==> src/rtl/int_issue_queue_pkg.sv <==
// Shared definitions for the integer issue queue.
// Provides the operand/entry widths, the ALU opcode encodings and the packed
// queue-entry layout used by the queue, its slots and the issue unit.
// It also provides the CDB capture rule shared by wakeup and dispatch bypass.
package int_issue_queue_pkg;

    localparam int unsigned TAG_W  = 5;
    localparam int unsigned DATA_W = 32;
    localparam int unsigned OP_W   = 4;

    typedef enum logic [OP_W-1:0] {
        ALU_ADD = 4'h0,
        ALU_SUB = 4'h1,
        ALU_AND = 4'h2,
        ALU_OR  = 4'h3,
        ALU_XOR = 4'h4,
        ALU_SLL = 4'h5,
        ALU_SRL = 4'h6,
        ALU_SLT = 4'h7
    } alu_op_t;

    typedef struct packed {
        logic [TAG_W-1:0]  tag;
        logic [DATA_W-1:0] data;
        logic              rdy;
    } iq_opnd_t;

    typedef struct packed {
        logic              valid;
        logic [OP_W-1:0]   opcode;
        logic [TAG_W-1:0]  rd_tag;
        iq_opnd_t          rs;
        iq_opnd_t          rt;
    } iq_entry_t;

    // A waiting operand captures a matching CDB broadcast; ready operands keep their value.
    function automatic iq_opnd_t opnd_wake(iq_opnd_t o, logic cdb_valid,
                                           logic [TAG_W-1:0] cdb_tag,
                                           logic [DATA_W-1:0] cdb_data);
        iq_opnd_t r;
        r = o;
        if (cdb_valid && !o.rdy && (o.tag == cdb_tag)) begin
            r.data = cdb_data;
            r.rdy  = 1'b1;
        end
        return r;
    endfunction

endpackage

==> src/rtl/int_issue_queue_if.sv <==
// Handshake bundle between the dispatch stage, the CDB, the issue unit and
// one integer issue queue.
// The slave modport is the queue side.
// The master modport is the side that drives dispatch, CDB and grant.
interface int_issue_queue_if;
    import int_issue_queue_pkg::*;

    logic              Dispatch_Valid;
    logic [OP_W-1:0]   Dispatch_Opcode;
    logic [TAG_W-1:0]  Dispatch_RdTag;
    logic [TAG_W-1:0]  Dispatch_RsTag;
    logic [DATA_W-1:0] Dispatch_RsData;
    logic              Dispatch_RsReady;
    logic [TAG_W-1:0]  Dispatch_RtTag;
    logic [DATA_W-1:0] Dispatch_RtData;
    logic              Dispatch_RtReady;
    logic              Queue_Full;
    logic              CDB_Valid;
    logic [TAG_W-1:0]  CDB_Tag;
    logic [DATA_W-1:0] CDB_Data;
    logic              Ready_Int;
    logic              Issue_Int;
    logic [OP_W-1:0]   Issue_Opcode;
    logic [TAG_W-1:0]  Issue_RdTag;
    logic [DATA_W-1:0] Issue_RsData;
    logic [DATA_W-1:0] Issue_RtData;

    modport slave (
        input  Dispatch_Valid, Dispatch_Opcode, Dispatch_RdTag,
               Dispatch_RsTag, Dispatch_RsData, Dispatch_RsReady,
               Dispatch_RtTag, Dispatch_RtData, Dispatch_RtReady,
               CDB_Valid, CDB_Tag, CDB_Data, Issue_Int,
        output Queue_Full, Ready_Int, Issue_Opcode, Issue_RdTag,
               Issue_RsData, Issue_RtData
    );

    modport master (
        output Dispatch_Valid, Dispatch_Opcode, Dispatch_RdTag,
               Dispatch_RsTag, Dispatch_RsData, Dispatch_RsReady,
               Dispatch_RtTag, Dispatch_RtData, Dispatch_RtReady,
               CDB_Valid, CDB_Tag, CDB_Data, Issue_Int,
        input  Queue_Full, Ready_Int, Issue_Opcode, Issue_RdTag,
               Issue_RsData, Issue_RtData
    );

endinterface

==> src/rtl/int_issue_queue_iq_entry.sv <==
// One issue-queue slot.
// Ports:
//   Clk, Rst_n  - clock and asynchronous active-low reset
//   Flush       - clears the slot
//   Load_En     - take Load_Entry (new dispatch)
//   Shift_En    - take Upper (the next-younger slot)
//   Upper       - contents of the next-younger slot
//   Load_Entry  - dispatch contents
//   Cdb_*       - CDB broadcast
//   Slot        - registered slot contents
// The CDB capture is applied to whichever source the slot takes this edge.
// That source can be the held entry, the shifted entry or the dispatched entry.
// Applying it to the dispatched entry gives the dispatch bypass.
module iq_entry
    import int_issue_queue_pkg::*;
(
    input  logic              Clk,
    input  logic              Rst_n,
    input  logic              Flush,
    input  logic              Load_En,
    input  logic              Shift_En,
    input  iq_entry_t         Upper,
    input  iq_entry_t         Load_Entry,
    input  logic              Cdb_Valid,
    input  logic [TAG_W-1:0]  Cdb_Tag,
    input  logic [DATA_W-1:0] Cdb_Data,
    output iq_entry_t         Slot
);

    iq_entry_t src;
    iq_entry_t nxt;

    always_comb begin
        src = Slot;
        if (Load_En) begin
            src = Load_Entry;
        end else if (Shift_En) begin
            src = Upper;
        end
        nxt    = src;
        nxt.rs = opnd_wake(src.rs, Cdb_Valid & src.valid, Cdb_Tag, Cdb_Data);
        nxt.rt = opnd_wake(src.rt, Cdb_Valid & src.valid, Cdb_Tag, Cdb_Data);
    end

    always_ff @(posedge Clk or negedge Rst_n) begin
        if (!Rst_n) begin
            Slot <= '0;
        end else if (Flush) begin
            Slot <= '0;
        end else begin
            Slot <= nxt;
        end
    end

endmodule

==> src/rtl/int_issue_queue.sv <==
// Integer-lane issue queue.
// It holds dispatched ops in age order, with slot 0 the oldest.
// It captures operands from the CDB.
// It offers the oldest fully-ready op to the issue unit.
// Ports:
//   Clk, Rst_n - clock and asynchronous active-low reset
//   Flush      - synchronous clear of every entry
//   iq         - dispatch inputs, CDB, issue grant, Queue_Full, Ready_Int and Issue_* fields
module int_issue_queue
    import int_issue_queue_pkg::*;
#(
    parameter int unsigned DEPTH = 4
) (
    input logic               Clk,
    input logic               Rst_n,
    input logic               Flush,
    int_issue_queue_if.slave  iq
);

    localparam int unsigned IDX_W = (DEPTH > 1) ? $clog2(DEPTH) : 1;
    localparam int unsigned CNT_W = $clog2(DEPTH + 1);

    iq_entry_t         slot [DEPTH];
    iq_entry_t         upper [DEPTH];
    iq_entry_t         load_entry;
    logic [DEPTH-1:0]  load_en;
    logic [DEPTH-1:0]  shift_en;
    logic [CNT_W-1:0]  count_q;
    logic [CNT_W-1:0]  count_d;
    logic [CNT_W-1:0]  wr_idx;
    logic              full_q;
    logic              ready;
    logic [IDX_W-1:0]  sel_idx;
    logic              issue_go;
    logic              disp_go;

    // Oldest-first select over registered slot state only.
    always_comb begin
        ready   = 1'b0;
        sel_idx = '0;
        for (int unsigned i = 0; i < DEPTH; i++) begin
            if (!ready && slot[i].valid && slot[i].rs.rdy && slot[i].rt.rdy) begin
                ready   = 1'b1;
                sel_idx = IDX_W'(i);
            end
        end
    end

    always_comb begin
        issue_go = iq.Issue_Int & ready;
        disp_go  = iq.Dispatch_Valid & ~full_q;
        // An issue in the same edge frees a slot below, so the new op lands one lower.
        wr_idx   = count_q - CNT_W'(issue_go);
        count_d  = count_q + CNT_W'(disp_go) - CNT_W'(issue_go);
    end

    always_comb begin
        load_entry           = '0;
        load_entry.valid     = 1'b1;
        load_entry.opcode    = iq.Dispatch_Opcode;
        load_entry.rd_tag    = iq.Dispatch_RdTag;
        load_entry.rs.tag    = iq.Dispatch_RsTag;
        load_entry.rs.data   = iq.Dispatch_RsData;
        load_entry.rs.rdy    = iq.Dispatch_RsReady;
        load_entry.rt.tag    = iq.Dispatch_RtTag;
        load_entry.rt.data   = iq.Dispatch_RtData;
        load_entry.rt.rdy    = iq.Dispatch_RtReady;
    end

    for (genvar i = 0; i < DEPTH; i++) begin : g_slot
        if (i == DEPTH - 1) begin : g_top
            assign upper[i] = '0;
        end else begin : g_mid
            assign upper[i] = slot[i+1];
        end
        assign shift_en[i] = issue_go & (sel_idx <= IDX_W'(i));
        assign load_en[i]  = disp_go & (wr_idx == CNT_W'(i));

        iq_entry u_entry (
            .Clk        (Clk),
            .Rst_n      (Rst_n),
            .Flush      (Flush),
            .Load_En    (load_en[i]),
            .Shift_En   (shift_en[i]),
            .Upper      (upper[i]),
            .Load_Entry (load_entry),
            .Cdb_Valid  (iq.CDB_Valid),
            .Cdb_Tag    (iq.CDB_Tag),
            .Cdb_Data   (iq.CDB_Data),
            .Slot       (slot[i])
        );
    end

    always_ff @(posedge Clk or negedge Rst_n) begin
        if (!Rst_n) begin
            count_q <= '0;
            full_q  <= 1'b0;
        end else if (Flush) begin
            count_q <= '0;
            full_q  <= 1'b0;
        end else begin
            count_q <= count_d;
            full_q  <= (count_d == CNT_W'(DEPTH));
        end
    end

    assign iq.Queue_Full   = full_q;
    assign iq.Ready_Int    = ready;
    assign iq.Issue_Opcode = ready ? slot[sel_idx].opcode  : '0;
    assign iq.Issue_RdTag  = ready ? slot[sel_idx].rd_tag  : '0;
    assign iq.Issue_RsData = ready ? slot[sel_idx].rs.data : '0;
    assign iq.Issue_RtData = ready ? slot[sel_idx].rt.data : '0;

endmodule

==> src/flat_wrapper.sv <==
// flat-port wrapper written by rule: the top's interface ports become plain ports
module int_issue_queue_flat import int_issue_queue_pkg::*;
#(
    parameter int unsigned DEPTH = 4
)
  (Clk, Rst_n, Flush, iq_Dispatch_Valid, iq_Dispatch_Opcode, iq_Dispatch_RdTag, iq_Dispatch_RsTag, iq_Dispatch_RsData, iq_Dispatch_RsReady, iq_Dispatch_RtTag, iq_Dispatch_RtData, iq_Dispatch_RtReady, iq_CDB_Valid, iq_CDB_Tag, iq_CDB_Data, iq_Issue_Int, iq_Queue_Full, iq_Ready_Int, iq_Issue_Opcode, iq_Issue_RdTag, iq_Issue_RsData, iq_Issue_RtData);
  int_issue_queue_if iq_i ();
  input logic Clk;
  input logic Rst_n;
  input logic Flush;
  input wire logic [$bits(iq_i.Dispatch_Valid)-1:0] iq_Dispatch_Valid;
  input wire logic [$bits(iq_i.Dispatch_Opcode)-1:0] iq_Dispatch_Opcode;
  input wire logic [$bits(iq_i.Dispatch_RdTag)-1:0] iq_Dispatch_RdTag;
  input wire logic [$bits(iq_i.Dispatch_RsTag)-1:0] iq_Dispatch_RsTag;
  input wire logic [$bits(iq_i.Dispatch_RsData)-1:0] iq_Dispatch_RsData;
  input wire logic [$bits(iq_i.Dispatch_RsReady)-1:0] iq_Dispatch_RsReady;
  input wire logic [$bits(iq_i.Dispatch_RtTag)-1:0] iq_Dispatch_RtTag;
  input wire logic [$bits(iq_i.Dispatch_RtData)-1:0] iq_Dispatch_RtData;
  input wire logic [$bits(iq_i.Dispatch_RtReady)-1:0] iq_Dispatch_RtReady;
  input wire logic [$bits(iq_i.CDB_Valid)-1:0] iq_CDB_Valid;
  input wire logic [$bits(iq_i.CDB_Tag)-1:0] iq_CDB_Tag;
  input wire logic [$bits(iq_i.CDB_Data)-1:0] iq_CDB_Data;
  input wire logic [$bits(iq_i.Issue_Int)-1:0] iq_Issue_Int;
  output wire logic [$bits(iq_i.Queue_Full)-1:0] iq_Queue_Full;
  output wire logic [$bits(iq_i.Ready_Int)-1:0] iq_Ready_Int;
  output wire logic [$bits(iq_i.Issue_Opcode)-1:0] iq_Issue_Opcode;
  output wire logic [$bits(iq_i.Issue_RdTag)-1:0] iq_Issue_RdTag;
  output wire logic [$bits(iq_i.Issue_RsData)-1:0] iq_Issue_RsData;
  output wire logic [$bits(iq_i.Issue_RtData)-1:0] iq_Issue_RtData;
  assign iq_i.Dispatch_Valid = iq_Dispatch_Valid;
  assign iq_i.Dispatch_Opcode = iq_Dispatch_Opcode;
  assign iq_i.Dispatch_RdTag = iq_Dispatch_RdTag;
  assign iq_i.Dispatch_RsTag = iq_Dispatch_RsTag;
  assign iq_i.Dispatch_RsData = iq_Dispatch_RsData;
  assign iq_i.Dispatch_RsReady = iq_Dispatch_RsReady;
  assign iq_i.Dispatch_RtTag = iq_Dispatch_RtTag;
  assign iq_i.Dispatch_RtData = iq_Dispatch_RtData;
  assign iq_i.Dispatch_RtReady = iq_Dispatch_RtReady;
  assign iq_i.CDB_Valid = iq_CDB_Valid;
  assign iq_i.CDB_Tag = iq_CDB_Tag;
  assign iq_i.CDB_Data = iq_CDB_Data;
  assign iq_i.Issue_Int = iq_Issue_Int;
  assign iq_Queue_Full = iq_i.Queue_Full;
  assign iq_Ready_Int = iq_i.Ready_Int;
  assign iq_Issue_Opcode = iq_i.Issue_Opcode;
  assign iq_Issue_RdTag = iq_i.Issue_RdTag;
  assign iq_Issue_RsData = iq_i.Issue_RsData;
  assign iq_Issue_RtData = iq_i.Issue_RtData;
  int_issue_queue #(.DEPTH(DEPTH)) u_core (.Clk(Clk), .Rst_n(Rst_n), .Flush(Flush), .iq(iq_i));
endmodule
==> config.mk <==
export PLATFORM = sky130hd
export DESIGN_NAME = int_issue_queue_flat
export DESIGN_NICKNAME = d
export VERILOG_FILES = /design/src/rtl/int_issue_queue_pkg.sv /design/src/rtl/int_issue_queue_if.sv /design/src/rtl/int_issue_queue_iq_entry.sv /design/src/rtl/int_issue_queue.sv /design/src/flat_wrapper.sv
export SDC_FILE = /design/constraint.sdc
export NUM_CORES = 1
export LEC_CHECK = 0
export CAP_MARGIN = 20
export CELL_PAD_IN_SITES_DETAIL_PLACEMENT = 0
export CELL_PAD_IN_SITES_GLOBAL_PLACEMENT = 2
export CORE_MARGIN = 1.5
export CORE_UTILIZATION = 25
export CTS_CLUSTER_DIAMETER = 150
export DETAILED_ROUTE_END_ITERATION = 8
export GPL_ROUTABILITY_DRIVEN = 0
export PLACE_DENSITY = 0.56
export SKIP_CTS_REPAIR_TIMING = 1
export SLEW_MARGIN = 0
export SYNTH_ARGS = -nofsm -noshare
export SYNTH_HDL_FRONTEND = slang
export SYNTH_SLANG_ARGS = --single-unit
==> constraint.sdc <==
create_clock -name Clk -period 5.3 [get_ports Clk]
set_clock_uncertainty 0.2 [all_clocks]
set_input_delay 0.53 -clock Clk [delete_from_list [all_inputs] [get_ports Clk]]
set_output_delay 0.53 -clock Clk [all_outputs]
set_load 0.01 [all_outputs]
==> results of run 1 <==
-- cell usage after synthesis, types with 26 or more instances --
master and number:
a211o_1 70, buf_2 26, clkbuf_1 158, nand3_1 175
and2_1 75, a21oi_1 58, dfrtp_1 348, a22oi_1 65
a311o_1 65, a311oi_1 26, mux2i_1 332, nand2b_1 35
nand2_1 291, o2bb2ai_1 64, mux4_2 73, nor2_1 191
-- critical path: stages, from the launching register on --
cell and delay (ps):
dfrtp_1 490, and3_1 270, o41ai_4 380, inv_2 80, ha_1 200, inv_1 90, ha_1 270, or4b_1 760
nand2b_4 310, a31oi_2 240, xnor2_1 130, nor4_4 460, and3_2 310, buf_12 270, mux2i_1 240
-- state kept, by name (all words and copies together), names as in the netlist --
signal                      count
u_core.count_q                  3
u_core.g_slot.u_entry.Slot    344
u_core.iq.Queue_Full            1
-- per-layer routing --
layer | part of all wire (%) | global-route usage [%] | vias to the layer above
met1 | 46 | 30.7 | 10600
met2 | 46 | 33.7 | 721
met5 | 0 | 0 | -
met3 | 5.1 | 2.57 | 148
met4 | 2.6 | 6.36 | 0
li1 | - | - | 8758
-- cells by family (layout without fill, tap and decap cells) --
kind of cell	Yosys count	after routing	synth area share, %
multiplexers	419	419	22.5
AO/OA/AOI/OAI	420	420	14.9
buffers and inverters	252	385	5.28
other	0	2	0
adder cells (fa/ha/maj)	5	5	0.308
XOR/XNOR	22	22	0.847
flip-flops	348	348	38.3
AND/OR/NAND/NOR	856	856	17.8
-- power groups by stage --
stage	combinational, µW	sequential, µW	clock, µW
after floorplan	1280	3130	0
after global placement	2040	3210	0
after detailed placement	2070	3210	0
after CTS	2080	3170	3340
after global routing	2250	3210	3440
final	2070	3180	3250
-- worst min path at each step --
stage                                 startpoint                                end  slack (ps)
4_1_cts                                    Rst_n  u_core.g_slot[3].u_entry.Slot[83]        -220
3_3_place_gp   u_core.g_slot[0].u_entry.Slot[43]  u_core.g_slot[0].u_entry.Slot[43]         270
6_report       u_core.g_slot[0].u_entry.Slot[24]  u_core.g_slot[0].u_entry.Slot[24]         290
3_5_place_dp   u_core.g_slot[0].u_entry.Slot[59]  u_core.g_slot[0].u_entry.Slot[59]         270
2_1_floorplan                              Rst_n                  u_core.count_q[0]          30
5_1_grt        u_core.g_slot[0].u_entry.Slot[67]  u_core.g_slot[0].u_entry.Slot[67]         290
-- final cells by class --
cell class | instances | area (µm²)
Clock inverter | 13 | 165
Clock buffer | 69 | 1370
Inverter | 22 | 82.6
Tap cell | 1176 | 1470
Sequential cell | 348 | 8710
Fill cell | 9246 | 62400
Timing Repair Buffer | 281 | 2970
Antenna cell | 2 | 5.00
Multi-Input combinational cell | 1722 | 12900
-- metrics by stage --
step | instances | utilization (%)
6_report | 3633 | 30.7
3_5_place_dp | 3548 | 29.0
5_1_grt | 3633 | 30.7
4_1_cts | 3630 | 30.7
3_3_place_gp | 3548 | 29.0
2_1_floorplan | 2322 | -
==> metrics.md, run 1 <==
| Metric | Value |
|---|---|
| Hold path depth | `1` |
| Crit path from | `u_core.g_slot[3].u_entry.Slot[38]` |
| Comb power frac | `24.4%` |
| Detailed-route via count | `20,200` |
| Most frequent cells in the layout | `dfrtp_1 (348), mux2i_1 (332), nand2_1 (289), clkdlybuf4s50_1 (200), nor2_1 (188)` |
| RSZ-0062 raised after global routing | `no` |
| First-pass GRT wire length | `149 mm` |
| Area Growth Syn to Fin | `21.8%` |
| #FFs+latches synth | `348` |
| Register-to-register setup slack | `470 ps` |
| MaxCap Viol Count | `0` |
| Pre-antenna DRT Iters | `6` |
| Tot Pwr | `8500 µW` |
| Data required, critical path | `5610 ps` |
| Internal power | `5660 µW` |
| Cell area power density | `307 nW/µm²` |
| TritonCTS Buffers | `46` |
| Hold crit path type | `reg2reg` |
| Clock Root Buffer | `clkbuf_16` |
| Mapped Cells | `2,322` |
| Total track usage | `21.4%` |
| Period utilization | `91.2%` |
| Ys async rst share | `100%` |
| Post-layout min period | `4830 ps` |
| Critical Path End | `u_core.g_slot[1].u_entry.Slot[61]` |
| Worst slew pin tran | `1110 ps` |
| DPL Wire Length | `61.3 mm` |
| Pleak | `0.0119 µW` |
| Part of the power in registers | `37.4%` |
| Initial antenna violation count | `4` |
| Hold_ws | `287 ps` |
| TNS Setup | `0 ps` |
| Max clock buf depth | `3` |
| Core ar. | `90,100 µm²` |
| Critical R2R Capture | `u_core.g_slot[1].u_entry.Slot[61]` |
| Yosys cell types | `70` |
| Slew Viols, Final | `0` |
| FF-to-FF Start | `u_core.g_slot[3].u_entry.Slot[38]` |
| Post-synth top area share | `38.3%` |
| Fin. Hold Viols | `0` |
| # port buffers | `202` |
| H-Tree Depth | `2` |
| Endpoints failing setup | `0` |
| Synthesized area | `22,800 µm²` |
| Worst-path maximum fanout | `25` |
| Post-synth top flop | `dfrtp_1` |
| Leading cell type in the layout, fill and taps excluded | `dfrtp_1` |
| Max Clk Rate | `207 MHz` |
| Routed len/inst | `27.9 µm` |
| Later-pin clock latency in the skew report | `610 ps` |
| Final #Nets | `2,554` |
| Cell Area, Placed | `26,200 µm²` |
| Sink Count | `348` |
| Die Y-Extent | `305 µm` |
| DRT iter0 DRCs | `1,715` |
| Crit end category | `flop` |
| Clock transition at path regs | `60 ps` |
| Initial Utilization | `25.2%` |
| Total Routed Length | `101 mm` |
| Largest net degree at the start of global routing | `113` |
| DR vias/cell | `5.57` |
| Net Sw Power | `2840 µW` |
| Die X-Extent | `305 µm` |
| VDD IR max | `213 µV` |
| Top Ports | `203` |
| Fraction of layout cells with a size suffix above 1 | `11.2%` |
| Syn Area/Cell | `9.80 µm²` |
| Worst EP arrival | `5140 ps` |
| Worst R2R Path Depth | `14` |
| ANT nets after route | `0` |
| Clock power share | `38.2%` |
| Slew Limit Headroom | `26.1%` |
| Setup Slack @ Placement | `399 ps` |
| Row cnt | `110` |
| Post-Syn Nets | `2,455` |
| Synth top area cells | `dfrtp_1 (38%), mux2i_1 (15%), mux4_2 (7.2%)` |
| Critical path class | `reg2reg` |
| Crit path launch type | `flop` |
| CTS tree | `yes` |
| Yosys warning total | `0` |
| Final instance area | `27,700 µm²` |
| Die area | `92,800 µm²` |
| Grt ovf | `0` |
| Fin worst setup slack | `467 ps` |
| Switch share | `33.4%` |
| Post-synthesis sequential area ratio | `38.3%` |
| Leading area contributor after synthesis | `dfrtp_1` |
| Post-synth EDFFs | `0` |
| Vias in the first global route | `20,800` |
| Status | `complete, no violations` |
| Post-route DRC | `0` |
No activity file was read; power rests on OpenSTA's default activity.
==> run 2: changes to the inputs <==
Settings changed: MAX_ROUTING_LAYER set to met4.
==> metrics.md, run 2 (synthesis results as in run 1) <==
| Metric | Value |
|---|---|
| DPL Wire Length | `61.3 mm` |
| Initial Utilization | `25.2%` |
| Fraction of layout cells with a size suffix above 1 | `11.2%` |
| Post-route DRC | `0` |
| Worst slew pin tran | `1140 ps` |
| Crit path launch type | `flop` |
| Crit end category | `flop` |
| Max clock buf depth | `3` |
| Largest register FFs | `344` |
| Die X-Extent | `305 µm` |
| Row cnt | `110` |
| Worst-path maximum fanout | `25` |
| Fin. Hold Viols | `0` |
| Register-to-register setup slack | `490 ps` |
| Final #Nets | `2,554` |
| Hold crit path type | `in2reg` |
| TritonCTS Buffers | `46` |
| Max Clk Rate | `208 MHz` |
| Most frequent cells in the layout | `dfrtp_1 (348), mux2i_1 (332), nand2_1 (289), clkdlybuf4s50_1 (200), nor2_1 (188)` |
| Vias in the first global route | `20,900` |
| Die Y-Extent | `305 µm` |
| Initial antenna violation count | `4` |
| Core ar. | `90,100 µm²` |
| Slew Limit Headroom | `23.7%` |
| Status | `complete, no violations` |
| Endpoints failing setup | `0` |
| VDD IR max | `211 µV` |
| Cell area power density | `307 nW/µm²` |
| ANT nets after route | `0` |
| Data required, critical path | `5610 ps` |
| First-pass GRT wire length | `149 mm` |
| Sink Count | `348` |
| Later-pin clock latency in the skew report | `610 ps` |
| Detailed-route via count | `20,200` |
| Most frequent CP cell | `ha_1` |
| Comb power frac | `24.4%` |
| Total Routed Length | `101 mm` |
| Fin worst setup slack | `488 ps` |
| Critical path class | `reg2reg` |
| Slowest Stage Delay on Critical Path | `760 ps` |
| Worst EP arrival | `5120 ps` |
| Part of the power in registers | `37.4%` |
| Clock transition at path regs | `60 ps` |
| Register bank with the most flops | `u_core.g_slot.u_entry.Slot` |
| Pre-antenna DRT Iters | `5` |
| Routed len/inst | `27.9 µm` |
| DRT iter0 DRCs | `1,729` |
| TNS Setup | `0 ps` |
| CTS tree | `yes` |
| # port buffers | `202` |
| Largest net degree at the start of global routing | `113` |
| Grt ovf | `0` |
| H-Tree Depth | `2` |
| Internal power | `5660 µW` |
| DR vias/cell | `5.56` |
| Slew Viols, Final | `0` |
| Clock Root Buffer | `clkbuf_16` |
| Setup Slack @ Placement | `399 ps` |
| Clock power share | `38.2%` |
| MaxCap Viol Count | `0` |
| Pleak | `0.0119 µW` |
| Switch share | `33.4%` |
| Area Growth Syn to Fin | `21.8%` |
| Top Ports | `203` |
| Die area | `92,800 µm²` |
| Total track usage | `22.1%` |
| Slowest cell on the critical path | `or4b_1` |
| Net Sw Power | `2840 µW` |
| Period utilization | `90.8%` |
| Leading cell type in the layout, fill and taps excluded | `dfrtp_1` |
| Critical-path cell list | `and3_1, o41ai_4, inv_2, ha_1, inv_1, ha_1, or4b_1, nand2b_4, a31oi_2, xnor2_1, nor4_4, and3_2, buf_12, mux2i_1` |
| Post-layout min period | `4810 ps` |
| RSZ-0062 raised after global routing | `no` |
[run 2: cell counts in the layout (fill, tap and decap cells not counted)]
Identical to the previous run, type by type.
[run 2: per-stage QoR]
step                      power (µW)  area, µm²  hold slack (ps)  util [%]  std cells
final                           8500      27700              286      30.7       3633
after global routing            8890      27700              295      30.7       3633
after CTS                       8590      27700             -216      30.7       3630
after detailed placement        5280      26200              271      29.0       3548
after global placement          5250      26200              266      29.0       3548
after floorplan                 4410      22800             34.4         -       2322
[run 2: cell type report]
cell class	count	area, µm²
Antenna cell	2	5.00
Clock inverter	13	165
Inverter	22	82.6
Clock buffer	69	1370
Tap cell	1176	1470
Fill cell	9246	62400
Timing Repair Buffer	281	2970
Sequential cell	348	8710
Multi-Input combinational cell	1722	12900
[run 2: worst paths after layout]
| kind | cells past startpoint | end | from |
|---|---|---|---|
| min | 2 | u_core.g_slot[0].u_entry.Slot[10] | Flush |
| min reg2reg | 1 | u_core.g_slot[0].u_entry.Slot[21] | u_core.g_slot[0].u_entry.Slot[21] |
| max reg2reg | 14 | u_core.g_slot[1].u_entry.Slot[61] | u_core.g_slot[3].u_entry.Slot[38] |
| min in group asynchronous | 2 | u_core.g_slot[3].u_entry.Slot[83] | Rst_n |
| max in group asynchronous | 3 | u_core.count_q[2] | Rst_n |
| max | 14 | u_core.g_slot[1].u_entry.Slot[61] | u_core.g_slot[3].u_entry.Slot[38] |
[run 2: power by group through the flow]
stage / Clock [µW] / Combinational [µW] / Sequential (µW)
after floorplan: 0 / 1280 / 3130
after global placement: 0 / 2040 / 3210
after detailed placement: 0 / 2070 / 3210
after CTS: 3340 / 2080 / 3170
after global routing: 3440 / 2250 / 3210
final: 3250 / 2070 / 3180
[run 2: routing by layer]
layer / vias to the layer above / GRT usage [%] / wire [µm]
li1: 8757 / - / -
met1: 10500 / 30.8 / 47700
met2: 764 / 33.7 / 46000
met3: 147 / 2.37 / 5010
met4: 0 / 6.35 / 2520
met5: - / - / 0
[run 2: worst max-delay path, delay by kind of cell, from the launching register on]
family / cells / cell delay (ps)
mux: 1 / 240
fa+ha+maj: 2 / 470
flops: 1 / 490
buf+inv: 3 / 440
xor+xnor: 1 / 130
compound gates: 2 / 620
simple gates: 5 / 2100
==> run 3: changes to the inputs <==
Settings changed: CORE_MARGIN 1.5 to 5.
==> metrics.md, run 3 (synthesis results as in run 1) <==
| Metric | Value |
|---|---|
| Status | `complete, no violations` |
| Leading cell type in the layout, fill and taps excluded | `dfrtp_1` |
| Slowest cell on the critical path | `or4b_1` |
| Fin. Hold Viols | `0` |
| Slew Limit Headroom | `22.9%` |
| Final instance area | `27,700 µm²` |
| DR vias/cell | `5.53` |
| Clock power share | `39.2%` |
| DRT iter0 DRCs | `1,608` |
| Most frequent cells in the layout | `dfrtp_1 (348), mux2i_1 (332), nand2_1 (289), clkdlybuf4s50_1 (200), nor2_1 (188)` |
| Row cnt | `110` |
| Largest net degree at the start of global routing | `150` |
| Top Ports | `203` |
| Detailed-route via count | `20,100` |
| Layer with the highest usage | `met2` |
| Worst-path maximum fanout | `25` |
| ANT nets after route | `0` |
| H-Tree Depth | `2` |
| Max Clk Rate | `208 MHz` |
| Slowest Stage Delay on Critical Path | `720 ps` |
| Cell area power density | `311 nW/µm²` |
| Routed len/inst | `28.0 µm` |
| Register bank with the most flops | `u_core.g_slot.u_entry.Slot` |
| RSZ-0062 raised after global routing | `no` |
| Final #Nets | `2,552` |
| Largest register FFs | `344` |
| Slew Viols, Final | `0` |
| Clock transition at path regs | `60 ps` |
| Die X-Extent | `312 µm` |
| Worst EP arrival | `5140 ps` |
| Internal power | `5810 µW` |
| Area Growth Syn to Fin | `21.9%` |
| Period utilization | `90.8%` |
| CTS tree | `yes` |
| Crit end category | `flop` |
| Post-layout min period | `4810 ps` |
| Initial Utilization | `25.2%` |
| MaxCap Viol Count | `0` |
| Cell Area, Placed | `26,100 µm²` |
| Comb power frac | `23.9%` |
| Grt ovf | `0` |
| Die area | `97,100 µm²` |
| Hold crit path type | `in2reg` |
| Delay-heaviest family, CP | `simple AND/OR/NAND/NOR gates` |
| Part of the power in registers | `36.9%` |
| DPL Wire Length | `60.0 mm` |
| Critical path class | `reg2reg` |
| Global Route met3 Usage | `3.30%` |
| Critical-path cell list | `and3_1, o41ai_4, inv_2, ha_1, inv_1, ha_1, or4b_1, nand2b_4, a31oi_2, xnor2_1, nor4_4, and3_2, buf_12, mux2i_1` |
| First-pass GRT wire length | `149 mm` |
| TritonCTS Buffers | `47` |
| Grt met1 use | `28.2%` |
| TNS Setup | `0 ps` |
| Most frequent CP cell | `ha_1` |
| Fraction of layout cells with a size suffix above 1 | `11.2%` |
| Die Y-Extent | `312 µm` |
| GR Util met2 | `33.1%` |
| WP buf/inv | `3` |
| Pleak | `0.0119 µW` |
| Data required, critical path | `5630 ps` |
| Crit path launch type | `flop` |
| Total Routed Length | `102 mm` |
| Post-route DRC | `0` |
| Vias in the first global route | `20,900` |
| Endpoints failing setup | `0` |
| Net Sw Power | `2820 µW` |
| Clock Root Buffer | `clkbuf_16` |
| Sink Count | `348` |
| Max clock buf depth | `3` |
| Core ar. | `90,100 µm²` |
| Pre-antenna DRT Iters | `6` |
| VDD IR max | `186 µV` |
| Initial antenna violation count | `4` |
| Total track usage | `20.8%` |
| Switch share | `32.7%` |
| # port buffers | `202` |
| Later-pin clock latency in the skew report | `610 ps` |
| Worst slew pin tran | `1160 ps` |
[run 3: cell types whose count changed in the layout (fill, tap and decap cells not counted)]
cell       before  now
diode_2         2    3
clkbuf_1       10   11
buf_12         27   23
buf_8           2    3
clkbuf_16      46   47
clkinv_2        7    8
clkinv_16       1    0
bufinv_16       2    4
inv_16          0    1
[run 3: stage by stage]
step / setup slack (ps) / utilization, % / std cells / power (µW) / hold WS (ps)
finish: 486 / 30.8 / 3636 / 8630 / 204
CTS: 551 / 30.7 / 3632 / 8740 / -248
floorplan: 1200 / - / 2322 / 4410 / 34.4
global route: 319 / 30.8 / 3636 / 9040 / 210
global placement: 378 / 28.9 / 3544 / 5260 / 267
detailed placement: 339 / 28.9 / 3545 / 5290 / 269
[run 3: worst register-to-register path, cell delays in order, from the launching register on]
cell and delay [ps]:
dfrtp_1 470, and3_1 310, o41ai_4 350, inv_2 70
ha_1 200, inv_1 100, ha_1 290, or4b_1 720
nand2b_4 310, a31oi_2 200, xnor2_1 130, nor4_4 530
and3_2 320, buf_12 300, mux2i_1 250
[run 3: area by class of cell]
| cell class | count | area (µm²) |
|---|---|---|
| Timing Repair Buffer | 278 | 2900 |
| Inverter | 22 | 82.6 |
| Antenna cell | 3 | 7.51 |
| Clock buffer | 71 | 1400 |
| Clock inverter | 16 | 220 |
| Multi-Input combinational cell | 1722 | 12900 |
| Tap cell | 1176 | 1470 |
| Sequential cell | 348 | 8710 |
| Fill cell | 9173 | 62400 |
[run 3: power groups by stage]
stage	combinational (µW)	sequential (µW)	clock [µW]
floorplan	1280	3130	0
global placement	2050	3210	0
detailed placement	2080	3220	0
CTS	2080	3170	3480
global route	2240	3210	3590
finish	2070	3180	3380
[run 3: worst paths after layout]
check / from / slack, ps / cells past startpoint / to
setup / recovery: u_core.g_slot[1].u_entry.Slot[38] / 490 / 14 / u_core.g_slot[1].u_entry.Slot[56]
hold / removal: Flush / 200 / 2 / u_core.g_slot[0].u_entry.Slot[74]
setup reg to reg: u_core.g_slot[1].u_entry.Slot[38] / 490 / 14 / u_core.g_slot[1].u_entry.Slot[56]
hold reg to reg: u_core.g_slot[0].u_entry.Slot[6] / 290 / 1 / u_core.g_slot[0].u_entry.Slot[6]
max in group asynchronous: Rst_n / 3220 / 3 / u_core.g_slot[2].u_entry.Slot[15]
min in group asynchronous: Rst_n / 310 / 2 / u_core.g_slot[0].u_entry.Slot[83]
[run 3: per-layer routing]
| layer | up-vias | part of all wire [%] |
|---|---|---|
| met4 | 0 | 2.2 |
| li1 | 8761 | - |
| met5 | - | 0 |
| met1 | 10400 | 45 |
| met3 | 139 | 5.9 |
| met2 | 814 | 47 |
